`config.mk`:
```
export PLATFORM = sky130hd
export DESIGN_NAME = mem_arbiter
export DESIGN_NICKNAME = d
export VERILOG_FILES = /design/src/rtl/mem_arbiter.sv
export SDC_FILE = /design/constraint.sdc
export NUM_CORES = 1
export LEC_CHECK = 0
export ABC_AREA = 0
export BUFFER_PORTS_ARGS = -buffer_cell sky130_fd_sc_hd__clkbuf_2
export CORE_ASPECT_RATIO = 0.6
export CORE_MARGIN = 1.5
export CORE_UTILIZATION = 46
export CTS_CLUSTER_DIAMETER = 100
export CTS_CLUSTER_SIZE = 28
export DETAILED_ROUTE_END_ITERATION = 16
export PLACE_DENSITY = 0.79
export SLEW_MARGIN = 30
export SYNTH_ARGS = -nofsm -noshare
export SYNTH_HDL_FRONTEND = slang
export SYNTH_SLANG_ARGS = --single-unit
```
`constraint.sdc`:
```
create_clock -name clk -period 4.88 [get_ports clk]
set_input_delay 0.732 -clock clk [delete_from_list [all_inputs] [get_ports clk]]
set_output_delay 0.732 -clock clk [all_outputs]
set_load 0.02 [all_outputs]
```
`src/rtl/mem_arbiter.sv`:
```
`default_nettype none
// ============================================================================
// mem_arbiter : shares one memory port between fetch and data requesters;
//               data-over-fetch priority, or round-robin with MEM_ARB_RR_EN.
// Revision    : 1.0
// ============================================================================
module mem_arbiter #(
    parameter int XLEN    = 32,
    parameter int TIMEOUT = 255
) (
    input  logic            clk,
    input  logic            rst,
    input  logic            if_req,
    input  logic [XLEN-1:0] if_addr,
    output logic            if_gnt,
    output logic [XLEN-1:0] if_rdata,
    output logic            if_valid,
    output logic            if_err,
    input  logic            d_req,
    input  logic            d_we,
    input  logic [2:0]      d_funct3,
    input  logic [XLEN-1:0] d_addr,
    input  logic [XLEN-1:0] d_wdata,
    output logic            d_gnt,
    output logic [XLEN-1:0] d_rdata,
    output logic            d_valid,
    output logic            d_err,
    output logic            mem_req,
    output logic            mem_we,
    output logic [XLEN-1:0] mem_addr,
    output logic [3:0]      mem_be,
    output logic [XLEN-1:0] mem_wdata,
    input  logic            mem_ack,
    input  logic [XLEN-1:0] mem_rdata
);

    localparam int CW = (TIMEOUT < 2) ? 1 : $clog2(TIMEOUT + 1);
    localparam logic [CW-1:0]   TO_LAST    = CW'(TIMEOUT - 1);
    localparam logic [XLEN-1:0] ALIGN_MASK = {{(XLEN-2){1'b1}}, 2'b00};

    typedef enum logic [1:0] {
        IDLE    = 2'd0,
        IF_BUSY = 2'd1,
        D_BUSY  = 2'd2,
        ERR     = 2'd3
    } state_e;

    state_e          state_q;
    logic [CW-1:0]   cnt_q;
    logic [1:0]      off_q;
    logic [2:0]      funct3_q;
    logic            we_q;
    logic            mem_req_q;
    logic            mem_we_q;
    logic [XLEN-1:0] mem_addr_q;
    logic [3:0]      mem_be_q;
    logic [XLEN-1:0] mem_wdata_q;
    logic            if_valid_q;
    logic            if_err_q;
    logic [XLEN-1:0] if_rdata_q;
    logic            d_valid_q;
    logic            d_err_q;
    logic [XLEN-1:0] d_rdata_q;

    logic            pick_d;
    logic [3:0]      be_base;
    logic            f3_ok;
    logic            misalign;
    logic            d_bad;
    logic [3:0]      d_be;
    logic [XLEN-1:0] d_wdata_sh;
    logic [XLEN-1:0] rd_shift;
    logic [XLEN-1:0] load_val;
    logic [XLEN-1:0] d_result;

    // Arbitration: the only state differing between the two builds is the
    // "last grant went to data" flag used to alternate under contention.
`ifdef MEM_ARB_RR_EN
    logic last_d_q;

    always_ff @(posedge clk) begin
        if (rst) begin
            last_d_q <= 1'b0;
        end else if (d_gnt) begin
            last_d_q <= 1'b1;
        end else if (if_gnt) begin
            last_d_q <= 1'b0;
        end
    end

    assign pick_d = d_req && !(if_req && last_d_q);
`else
    assign pick_d = d_req;
`endif

    assign d_gnt  = (state_q == IDLE) && pick_d;
    assign if_gnt = (state_q == IDLE) && if_req && !pick_d;

    always_comb begin
        be_base  = 4'b0000;
        f3_ok    = 1'b0;
        misalign = 1'b0;
        case (d_funct3)
            3'b000: begin be_base = 4'b0001; f3_ok = 1'b1; end
            3'b001: begin be_base = 4'b0011; f3_ok = 1'b1; misalign = d_addr[0]; end
            3'b010: begin be_base = 4'b1111; f3_ok = 1'b1; misalign = |d_addr[1:0]; end
            3'b100: begin be_base = 4'b0001; f3_ok = !d_we; end
            3'b101: begin be_base = 4'b0011; f3_ok = !d_we; misalign = d_addr[0]; end
            default: ;
        endcase
    end

    assign d_bad      = !f3_ok || misalign;
    assign d_be       = be_base << d_addr[1:0];
    assign d_wdata_sh = d_wdata << {d_addr[1:0], 3'b000};

    assign rd_shift = mem_rdata >> {off_q, 3'b000};

    always_comb begin
        load_val = rd_shift;
        case (funct3_q)
            3'b000:  load_val = {{(XLEN-8){rd_shift[7]}}, rd_shift[7:0]};
            3'b001:  load_val = {{(XLEN-16){rd_shift[15]}}, rd_shift[15:0]};
            3'b100:  load_val = {{(XLEN-8){1'b0}}, rd_shift[7:0]};
            3'b101:  load_val = {{(XLEN-16){1'b0}}, rd_shift[15:0]};
            default: load_val = rd_shift;
        endcase
    end

    assign d_result = we_q ? '0 : load_val;

    always_ff @(posedge clk) begin
        if (rst) begin
            state_q     <= IDLE;
            cnt_q       <= '0;
            off_q       <= 2'b00;
            funct3_q    <= 3'b000;
            we_q        <= 1'b0;
            mem_req_q   <= 1'b0;
            mem_we_q    <= 1'b0;
            mem_addr_q  <= '0;
            mem_be_q    <= 4'b0000;
            mem_wdata_q <= '0;
            if_valid_q  <= 1'b0;
            if_err_q    <= 1'b0;
            if_rdata_q  <= '0;
            d_valid_q   <= 1'b0;
            d_err_q     <= 1'b0;
            d_rdata_q   <= '0;
        end else begin
            // valid/err are single-cycle pulses; rdata holds until next result
            if_valid_q <= 1'b0;
            if_err_q   <= 1'b0;
            d_valid_q  <= 1'b0;
            d_err_q    <= 1'b0;
            case (state_q)
                IDLE: begin
                    cnt_q <= '0;
                    if (d_gnt) begin
                        off_q    <= d_addr[1:0];
                        funct3_q <= d_funct3;
                        we_q     <= d_we;
                        if (d_bad) begin
                            state_q   <= ERR;
                            d_valid_q <= 1'b1;
                            d_err_q   <= 1'b1;
                            d_rdata_q <= '0;
                        end else begin
                            state_q     <= D_BUSY;
                            mem_req_q   <= 1'b1;
                            mem_we_q    <= d_we;
                            mem_addr_q  <= d_addr & ALIGN_MASK;
                            mem_be_q    <= d_be;
                            mem_wdata_q <= d_wdata_sh;
                        end
                    end else if (if_gnt) begin
                        state_q     <= IF_BUSY;
                        mem_req_q   <= 1'b1;
                        mem_we_q    <= 1'b0;
                        mem_addr_q  <= if_addr & ALIGN_MASK;
                        mem_be_q    <= 4'b1111;
                        mem_wdata_q <= '0;
                    end
                end
                IF_BUSY: begin
                    if (mem_ack) begin
                        state_q    <= IDLE;
                        mem_req_q  <= 1'b0;
                        if_valid_q <= 1'b1;
                        if_rdata_q <= mem_rdata;
                    end else if (cnt_q == TO_LAST) begin
                        state_q    <= IDLE;
                        mem_req_q  <= 1'b0;
                        if_valid_q <= 1'b1;
                        if_err_q   <= 1'b1;
                        if_rdata_q <= '0;
                    end else begin
                        cnt_q <= cnt_q + 1'b1;
                    end
                end
                D_BUSY: begin
                    if (mem_ack) begin
                        state_q   <= IDLE;
                        mem_req_q <= 1'b0;
                        d_valid_q <= 1'b1;
                        d_rdata_q <= d_result;
                    end else if (cnt_q == TO_LAST) begin
                        state_q   <= IDLE;
                        mem_req_q <= 1'b0;
                        d_valid_q <= 1'b1;
                        d_err_q   <= 1'b1;
                        d_rdata_q <= '0;
                    end else begin
                        cnt_q <= cnt_q + 1'b1;
                    end
                end
                ERR: begin
                    state_q <= IDLE;
                end
                default: begin
                    state_q <= IDLE;
                end
            endcase
        end
    end

    assign mem_req   = mem_req_q;
    assign mem_we    = mem_we_q;
    assign mem_addr  = mem_addr_q;
    assign mem_be    = mem_be_q;
    assign mem_wdata = mem_wdata_q;
    assign if_valid  = if_valid_q;
    assign if_err    = if_err_q;
    assign if_rdata  = if_rdata_q;
    assign d_valid   = d_valid_q;
    assign d_err     = d_err_q;
    assign d_rdata   = d_rdata_q;

endmodule
`default_nettype wire
```
==> results.md, run 1 <==
* Worst hold path depth at 2
* Drc violations at 0
* Power per cell area at 452.4 mW/mm^2
* Detailed placement HPWL at 16210 um
* Setup clock skew after layout at 0.01375 ns
* Worst R2R Path Depth at 5
* N_diodes at 0
* Clock-pin slew on the worst setup and hold paths at 0.07 ns
* RSZ-0062 raised after global routing: false
* Horiz. Die Dim at 165.8 um
* Multi-input logic area at 0.003841 sq mm
* Max-capacitance violation count at 0
* Final net count at 1221
* Post-synthesis area per instance at 8.614 sq um
* Clock net sink count at 152
* RePlAce Congestion at 0.8710
* Fraction of the cycle the final worst path needs at 55.41%
* Total clock buffers created by CTS at 17
* Overall overflow remaining after global route at 0
* Vertical die dimension at 100.7 um
* Data required time of the worst path at 4.15 ns
* Number of library cell types mapped by synthesis at 58
* Count of buffers inserted at the top-level ports at 272
* Sort of element at the start of the critical path: register
* Wire length of the first global-routing pass at 35980 um
* Clk Latency, worst-skew pair at 0.42 ns
* Placed Cells at 1261
* Total setup violations reported at the end of the flow at 0
* Path category of the worst min-delay check: register to register
* Clock tree from TritonCTS: yes
* Max H-tree Level at 4
* Sequential-to-total area share from yosys stat at 41.61%
* Synth top area share at 41.61%
* Floorplan core area at 0.01546 sq mm
* Crit end category: primary output
* Overall fraction of global-route tracks in use at 26.95%
* Die area at 0.01669 sq mm
* Post-synthesis to final-layout area growth at 26.23%
* Most used standard cells in the synthesized netlist: sky130_fd_sc_hd__nand2_1, sky130_fd_sc_hd__dfxtp_1, sky130_fd_sc_hd__a21oi_1
* Synth Instances at 849
* Actual slew at the worst max-slew pin at 1.005 ns
* Fillcell total at 1394
* Post-synth EDFFs at 0
* Post-synthesis instance area at 0.007313 sq mm
* Number of nets with antenna violations after detailed routing at 0
* Starting utilization of the core area at 47.31%
* Summed negative setup slack over all endpoints at 0 ns
* Worst slack on hold paths at 0.4538 ns
* # Post-CTS Setup Buffers at 0
* Synthesis warning total at 0
* Area used by sequential logic in the layout at 0.003043 sq mm
* Placement Rows at 35
* Upper clock frequency limit at 369.8 MHz
* Antenna violations before repair at 0
* Most numerous cell in the Yosys netlist: sky130_fd_sc_hd__nand2_1
* Number of hold violations in the final report at 0
* Num ports at 277
* Cell types occupying the most area after synthesis: sky130_fd_sc_hd__dfxtp_1, sky130_fd_sc_hd__nand2_1, sky130_fd_sc_hd__a311oi_2
* Post-placement cell area at 0.008687 sq mm
* Cell taking the most area after synthesis: sky130_fd_sc_hd__dfxtp_1
* Worst rel slew slack at 32.52%
* Worst VDD drop at 0.2201 mV
* Length of the first detailed-routing pass in iterations at 5
* Resize count post-CTS at 0
* Maximum number of pins on one net before global-route repair at 78
* Fraction of final layout cells sized beyond drive strength 1 at 34.40%
* Shortest period the worst path allows at 2.704 ns
* Final wirelength at 22910 um
* Run status: completed
* Post-synthesis sequential element count at 152
* Worst path arrival time at 1.97 ns
* Via count of the first global-routing pass at 6624
* Cell area after layout at 0.009231 sq mm
* Wire length per cell at 17.72 um
* Flip-flop cell with the highest count after synthesis: sky130_fd_sc_hd__dfxtp_1
* Number of vias in the routed layout at 7234
* Buffer depth of the longest clock path at 2
* Critical path class: register to primary output
* Via-per-instance ratio at 5.595
* Leakage Power at 3.975 nW
* Final standard cell count with taps included and fillers excluded at 1293
* Max-slew violation count at 0
* Iteration-0 DRC Markers at 689
* Share of async-settable or async-resettable flops after synthesis at 0%
* Critical path fanouts, max at 42
* Count of hold buffers inserted by post-cts repair at 0
* Root cell of the clock tree: sky130_fd_sc_hd__clkbuf_16
## final timing paths
path | startpoint | end | slack, ns
worst max-delay path | state_q[0]$_SDFFE_PP0P_ | d_gnt | 2.18
worst min-delay path | mem_wdata[23]$_SDFFE_PP0P_ | mem_wdata[23]$_SDFFE_PP0P_ | 0.45
worst max register to register | off_q[0]$_SDFFE_PP0P_ | d_rdata[31]$_SDFFE_PP0P_ | 2.25
worst min register to register | mem_wdata[23]$_SDFFE_PP0P_ | mem_wdata[23]$_SDFFE_PP0P_ | 0.45
## area by class of cell
| type | instances | share of cell area [%] |
|---|---|---|
| inverters | 17 | 0.6912 |
| clock buffers | 17 | 4.608 |
| well taps | 203 | 2.751 |
| clock inverters | 15 | 1.288 |
| multi-input cells | 604 | 41.61 |
| flip-flops and latches | 152 | 32.96 |
| repair buffers | 285 | 16.09 |
## cell families after synthesis
group,share of synthesized area (%)
multiplexers,6.963
adder cells (fa/ha/maj),1.198
other,0.05128
flip-flops,41.61
AO/OA/AOI/OAI,25.17
XOR/XNOR,0.1198
buffers and inverters,6.279
AND/OR/NAND/NOR,18.61
## worst max-delay path, stage by stage (launching register included)
cell,delay (ns)
sky130_fd_sc_hd__dfxtp_1,0.39
sky130_fd_sc_hd__inv_1,0.10
sky130_fd_sc_hd__ha_1,0.31
sky130_fd_sc_hd__nand2_1,0.09
sky130_fd_sc_hd__buf_4,0.43
sky130_fd_sc_hd__inv_2,0.07
sky130_fd_sc_hd__clkbuf_2,0.17
## sequential cells by signal (all words and copies together), names as in the netlist, 2 cells and up
| signal | cells |
|---|---|
| cnt_q | 8 |
| state_q | 2 |
| d_rdata | 32 |
| mem_be | 4 |
| mem_addr | 30 |
| mem_wdata | 32 |
| funct3_q | 3 |
| if_rdata | 32 |
| off_q | 2 |
## metrics by stage
stage	worst slack, ns	utilization [%]	total power (W)
floorplan	2.478	-	0.002541
global placement	1.931	56.03	0.002907
detailed placement	1.837	56.20	0.002960
CTS	2.159	59.72	0.004196
global route	2.025	59.72	0.004399
finish	2.176	59.72	0.004176
## layer usage
metal | GRT usage [%] | up-vias | part of all wire (%)
met3 | 7.224 | 14 | 8.6
met1 | 39.53 | 3390 | 47
met2 | 39.46 | 312 | 44
li1 | - | 3518 | -
met4 | 5.544 | 0 | 0.72
met5 | 0 | - | 0
## placed cells by master, fill, tap and decap left out, types with 3 or more instances in the layout
cell type	netlist	routed
sky130_fd_sc_hd__clkbuf_2	1	271
sky130_fd_sc_hd__nand2_1	174	174
sky130_fd_sc_hd__dfxtp_1	152	152
sky130_fd_sc_hd__a21oi_1	68	67
sky130_fd_sc_hd__o21ai_0	55	55
sky130_fd_sc_hd__nor2_1	44	43
sky130_fd_sc_hd__mux2i_1	34	34
sky130_fd_sc_hd__a311oi_2	31	31
sky130_fd_sc_hd__o2bb2ai_1	24	24
sky130_fd_sc_hd__nand3_1	20	20
sky130_fd_sc_hd__nand3b_1	19	19
sky130_fd_sc_hd__a22o_1	17	17
sky130_fd_sc_hd__clkbuf_16	0	17
sky130_fd_sc_hd__mux2_2	15	15
sky130_fd_sc_hd__inv_1	16	14
sky130_fd_sc_hd__nand4_1	14	14
sky130_fd_sc_hd__o31ai_1	11	11
sky130_fd_sc_hd__buf_4	6	11
sky130_fd_sc_hd__o22ai_1	8	8
sky130_fd_sc_hd__a221oi_1	7	7
sky130_fd_sc_hd__ha_1	7	7
sky130_fd_sc_hd__or3_1	6	6
sky130_fd_sc_hd__nor3_1	6	6
sky130_fd_sc_hd__inv_6	0	5
sky130_fd_sc_hd__nor2b_1	4	4
sky130_fd_sc_hd__clkinv_2	0	4
sky130_fd_sc_hd__o21bai_1	3	3
sky130_fd_sc_hd__nor3b_1	3	3
sky130_fd_sc_hd__a211oi_1	3	3
## report_power, final
group / switching [W] / internal (W) / total, W / leakage [nW]
clock network: 0.000570 / 0.000664 / 0.00123 / 0.268
registers: 0.000100 / 0.00140 / 0.00150 / 1.24
logic: 0.000964 / 0.000478 / 0.00144 / 2.47
total: 0.00163 / 0.00254 / 0.00418 / 3.98
Power figures use the tool's default switching activity.
==> inputs of run 2 (changes only) <==
Settings changed: CORE_UTILIZATION 46 to 45, PLACE_DENSITY 0.79 to 0.8.
Clock period 4.88 ns to 2.46 ns, I/O delays scaled along.
==> run 2 against run 1 <==
Net effect:
- die area grew 2.2%
- combinational power grew 100%
- register-to-register slack lost 2.0 ns
- sequential share of layout area shrank 0.34 points
- first-iteration DRC count shrank 8.9%
- sequential cell count is the same
- clock power grew 98%
- power grew 99%
- via count grew 0.83%
- setup slack lost 2.0 ns
- wire length grew 0.10%
- critical path type unchanged
- largest power group unchanged
==> results.md, run 2 (synthesized netlist as in run 1, its figures left out) <==
* RSZ-0062 raised after global routing: false
* Total power at 0.008330 W
* Sort of element at the start of the critical path: register
* Antenna violations before repair at 0
* Placed Cells at 1271
* Cell breakdown of the critical path: inv_1 -> ha_1 -> nand2_1 -> buf_4 -> inv_2 -> clkbuf_2
* Actual slew at the worst max-slew pin at 0.7188 ns
* Leakage Power at 4.021 nW
* Fraction of final layout cells sized beyond drive strength 1 at 34.88%
* Path category of the worst min-delay check: input port to register
* Overall fraction of global-route tracks in use at 26.71%
* Post-placement cell area at 0.008776 sq mm
* Setup clock skew after layout at 0.01624 ns
* Worst rel slew slack at 51.98%
* Starting utilization of the core area at 46.78%
* Max H-tree Level at 4
* Num ports at 277
* Fillcell total at 1396
* Buffer depth of the longest clock path at 2
* Run status: completed
* Total setup violations reported at the end of the flow at 0
* Maximum number of pins on one net before global-route repair at 120
* Summed negative setup slack over all endpoints at 0 ns
* Number of nets with antenna violations after detailed routing at 0
* Via-per-instance ratio at 5.594
* Overall overflow remaining after global route at 0
* Iteration-0 DRC Markers at 628
* Count of hold buffers inserted by post-cts repair at 0
* Critical path class: register to primary output
* Worst VDD drop at 0.4036 mV
* Max-capacitance violation count at 0
* Number of buffer and inverter stages on the critical path at 4
* Reg power frac at 35.7%
* Crit end category: primary output
* Data required time of the worst path at 2.09 ns
* Max-slew violation count at 0
* Wire length of the first global-routing pass at 35880 um
* Cell area after layout at 0.009326 sq mm
* Wire length per cell at 17.59 um
* Critical path fanouts, max at 9
* Placement Rows at 35
* Proportion of power drawn by combinational gates at 35.1%
* Clock tree from TritonCTS: yes
* Length of the first detailed-routing pass in iterations at 7
* Resize count post-CTS at 0
* Fraction of power consumed by the clock network at 29.2%
* CP peak stage delay at 0.35 ns
* Via count of the first global-routing pass at 6688
* Drc violations at 0
* RePlAce Congestion at 0.9258
* Clock net sink count at 152
* Power per cell area at 893.2 mW/mm^2
* Vertical die dimension at 101.7 um
* Worst path arrival time at 1.87 ns
* # Post-CTS Setup Buffers at 0
* Critical path's top delay family: buffers and inverters
* Detailed placement HPWL at 16690 um
* Clk Latency, worst-skew pair at 0.41 ns
* Die area at 0.01705 sq mm
* Final wirelength at 22940 um
* Final standard cell count with taps included and fillers excluded at 1304
* Final net count at 1232
* Upper clock frequency limit at 447.2 MHz
* Cell with the largest stage delay on the worst path: sky130_fd_sc_hd__dfxtp_1
* Clock-pin slew on the worst setup and hold paths at 0.07 ns
* Internal portion of total power at 0.005096 W
* Floorplan core area at 0.01563 sq mm
* Final WS setup at 0.2240 ns
* Number of vias in the routed layout at 7294
* DP Worst Slack at 0.1543 ns
* Commonest non-fill, non-tap cells in the layout: sky130_fd_sc_hd__clkbuf_2, sky130_fd_sc_hd__nand2_1, sky130_fd_sc_hd__dfxtp_1
* Fraction of the cycle the final worst path needs at 90.90%
* Horiz. Die Dim at 167.6 um
* Shortest period the worst path allows at 2.236 ns
* Number of hold violations in the final report at 0
* Most common cell after layout, fill and taps aside: sky130_fd_sc_hd__clkbuf_2
* N_diodes at 0
* Post-synthesis to final-layout area growth at 27.53%
* Root cell of the clock tree: sky130_fd_sc_hd__clkbuf_16
* Switching share of power at 38.82%
* Total clock buffers created by CTS at 17
* Power spent charging and discharging nets at 0.003234 W
* Count of buffers inserted at the top-level ports at 272
## run 2: changes by cell type in the layout (fill, tap and decap cells not counted), sizes merged
| cell | change |
|---|---|
| buf | +11 |
| clkbuf | +1 |
| clkinv | -3 |
| clkinvlp | +3 |
| inv | -1 |
## run 2: area by class of cell
type                       instances  area, sq um  area share, %
tap                              203        254.0          2.723
clock inverter                    14        113.9          1.221
clock buffer                      18        429.2          4.602
multi-input combinational        604         3841          41.19
timing repair buffer             296         1582          16.96
inverter                          17        63.81         0.6842
sequential                       152         3043          32.63
## run 2: worst paths after layout
kind / start / endpoint / cells after the start / slack, ns
setup / recovery: state_q[0]$_SDFFE_PP0P_ / d_gnt / 6 / 0.22
hold reg to reg: mem_wdata[28]$_SDFFE_PP0P_ / mem_wdata[28]$_SDFFE_PP0P_ / 2 / 0.45
hold / removal: mem_rdata[3] / if_rdata[3]$_SDFFE_PP0P_ / 3 / 0.20
setup reg to reg: state_q[0]$_SDFFE_PP0P_ / d_rdata[29]$_SDFFE_PP0P_ / 7 / 0.25
## run 2: worst register-to-register path: stages (launching register included)
cell                      delay (ns)
sky130_fd_sc_hd__dfxtp_1        0.35
sky130_fd_sc_hd__inv_1          0.11
sky130_fd_sc_hd__ha_1           0.32
sky130_fd_sc_hd__nand2_1        0.12
sky130_fd_sc_hd__or3_4          0.43
sky130_fd_sc_hd__a22o_1         0.22
sky130_fd_sc_hd__buf_4          0.24
sky130_fd_sc_hd__a22o_1         0.29
## run 2: per-layer routing
metal,global-route usage [%],share of wire [%]
met5,0,0
met4,6.653,0.90
met3,8.753,10
met2,38.65,43
met1,38.20,46
## run 2: stage by stage
step	hold WS [ns]	util, %
6_report	0.1973	59.66
5_1_grt	0.1892	59.66
4_1_cts	0.1779	59.61
3_5_place_dp	0.4456	56.13
3_3_place_gp	0.4432	56.13
2_1_floorplan	0.4311	-
## run 2: power by group through the flow
stage	sequential, W	clock (W)	combinational, W
final	0.00297	0.00244	0.00292
after global routing	0.00301	0.00259	0.00317
after CTS	0.00297	0.00248	0.00291
after detailed placement	0.00302	0	0.00290
after global placement	0.00301	0	0.00284
after floorplan	0.00333	0	0.00171
==> inputs of run 3 (changes only) <==
Settings changed: REMOVE_ABC_BUFFERS from default to 1.
==> run 3 against run 2 <==
Net effect:
- final cell count unchanged
- critical path type is now register to register
- utilization increased by 0.54 points
- non-clock buffer count unchanged
- largest cell class unchanged
- worst hold slack got worse by 0.0013 ns
- clock power increased by 15%
==> results.md, run 3 (synthesized netlist as in run 1, its figures left out) <==
* Maximum number of pins on one net before global-route repair at 57
* Buffer depth of the longest clock path at 2
* Overall fraction of global-route tracks in use at 25.06%
* Post-placement cell area at 0.008763 sq mm
* Total power at 0.008646 W
* Max-capacitance violation count at 0
* Floorplan core area at 0.01563 sq mm
* Vertical die dimension at 101.7 um
* RePlAce Congestion at 0.8442
* Post-synthesis to final-layout area growth at 28.67%
* Gr busiest metal: met2
* Drc violations at 0
* Final WS setup at 0.1694 ns
* Clock tree from TritonCTS: yes
* Via count of the first global-routing pass at 6712
* Final wirelength at 21540 um
* CP peak stage delay at 0.45 ns
* Most common cell after layout, fill and taps aside: sky130_fd_sc_hd__clkbuf_2
* Setup clock skew after layout at 0.01035 ns
* Die area at 0.01705 sq mm
* Fraction of the cycle the final worst path needs at 93.11%
* Power per cell area at 918.8 mW/mm^2
* Path category of the worst min-delay check: input port to register
* Top cell by count, worst path: sky130_fd_sc_hd__a22o_1
* Total setup violations reported at the end of the flow at 0
* # Post-CTS Setup Buffers at 0
* Via-per-instance ratio at 5.528
* Iteration-0 DRC Markers at 586
* Clock net sink count at 152
* Worst rel slew slack at 42.23%
* Run status: completed
* Critical path class: register to register
* Routing usage on met2 at 41.73%
* Wire length per cell at 16.51 um
* Core Util, Final at 60.19%
* Cell breakdown of the critical path: inv_1 -> ha_1 -> nand2_1 -> or3_4 -> a22o_1 -> buf_4 -> a22o_1
* M1 GR Usage at 33.29%
* Num ports at 277
* Starting utilization of the core area at 46.78%
* N_diodes at 0
* Upper clock frequency limit at 436.6 MHz
* Number of hold violations in the final report at 0
* Horiz. Die Dim at 167.6 um
* Critical path fanouts, max at 32
* Number of nets with antenna violations after detailed routing at 0
* Count of buffers inserted at the top-level ports at 272
* Worst path arrival time at 2.60 ns
* Max H-tree Level at 4
* Max-slew violation count at 0
* RSZ-0062 raised after global routing: false
* Antenna violations before repair at 0
* Worst VDD drop at 0.4548 mV
* Total clock buffers created by CTS at 17
* Final net count at 1232
* Shortest period the worst path allows at 2.291 ns
* Placement Rows at 35
* Data required time of the worst path at 2.77 ns
* Length of the first detailed-routing pass in iterations at 5
* Actual slew at the worst max-slew pin at 0.8648 ns
* Cell with the largest stage delay on the worst path: sky130_fd_sc_hd__or3_4
* Leakage Power at 4.065 nW
* Cell area after layout at 0.009410 sq mm
* Root cell of the clock tree: sky130_fd_sc_hd__clkbuf_16
* Crit end category: register
* Met3 usage in global routing at 5.354%
* Clock-pin slew on the worst setup and hold paths at 0.07 ns
* Wire length of the first global-routing pass at 34260 um
* Clk Latency, worst-skew pair at 0.42 ns
* Sort of element at the start of the critical path: register
* DP Worst Slack at 0.2357 ns
* Commonest non-fill, non-tap cells in the layout: sky130_fd_sc_hd__clkbuf_2, sky130_fd_sc_hd__nand2_1, sky130_fd_sc_hd__dfxtp_1
* Detailed placement HPWL at 15530 um
* Fraction of final layout cells sized beyond drive strength 1 at 34.97%
* Overall overflow remaining after global route at 0
* Number of vias in the routed layout at 7208
-- run 3: cell count changes in the layout (fill, tap and decap cells not counted) --
cell	change
sky130_fd_sc_hd__buf_6	+1
sky130_fd_sc_hd__clkinv_8	+1
sky130_fd_sc_hd__clkbuf_1	-1
sky130_fd_sc_hd__inv_8	+1
sky130_fd_sc_hd__clkinv_4	+1
sky130_fd_sc_hd__bufinv_16	+3
sky130_fd_sc_hd__clkinv_2	-2
sky130_fd_sc_hd__clkinvlp_4	-3
sky130_fd_sc_hd__inv_4	+1
sky130_fd_sc_hd__inv_2	-1
sky130_fd_sc_hd__buf_12	-1
-- run 3: cell type report --
class / count / area (sq um)
Timing Repair Buffer: 296 / 1573
Tap cell: 203 / 254.0
Fill cell: 1386 / 6223
Clock inverter: 15 / 207.7
Inverter: 17 / 66.31
Sequential cell: 152 / 3043
Multi-Input combinational cell: 604 / 3841
Clock buffer: 17 / 425.4
-- run 3: stage by stage --
stage	setup TNS, ns	hold slack (ns)	std cells
final	0	0.1960	1304
after global routing	0	0.1847	1304
after CTS	0	0.1868	1303
after detailed placement	0	0.4458	1271
after global placement	0	0.4430	1271
after floorplan	-73.13	0.4251	773
-- run 3: repair_timing --
item | CTS | global route
setup endpoints to repair | 0 | 1
hold buffers | 0 | 0
gates resized for setup | 0 | 2
-- run 3: worst max-delay path: cells and delay by family (launching register included) --
kind | cells | cell delay, ns
buf+inv | 2 | 0.35
flops | 1 | 0.35
compound gates | 2 | 0.48
simple gates | 2 | 0.66
fa+ha+maj | 1 | 0.32
-- run 3: worst paths after layout --
check | start | end | slack (ns) | cells after the start
worst max-delay path | state_q[1]$_SDFFE_PP0P_ | d_rdata[23]$_SDFFE_PP0P_ | 0.17 | 7
worst min-delay path | mem_rdata[6] | if_rdata[6]$_SDFFE_PP0P_ | 0.20 | 3
worst max register to register | state_q[1]$_SDFFE_PP0P_ | d_rdata[23]$_SDFFE_PP0P_ | 0.17 | 7
worst min register to register | we_q$_SDFFE_PP0P_ | we_q$_SDFFE_PP0P_ | 0.45 | 2
-- run 3: per-layer routing --
metal / part of all wire [%] / routed length (um)
met1: 46 / 9844
met2: 46 / 9910
met3: 7.3 / 1566
met4: 0.99 / 214
met5: 0 / 0
-- run 3: where the power goes --
part	switching [W]	total (W)	leakage (nW)	internal, W
Sequential	0.000183	0.00296	1.24	0.00278
Clock	0.00115	0.00280	0.304	0.00164
Combinational	0.00190	0.00289	2.52	0.000988
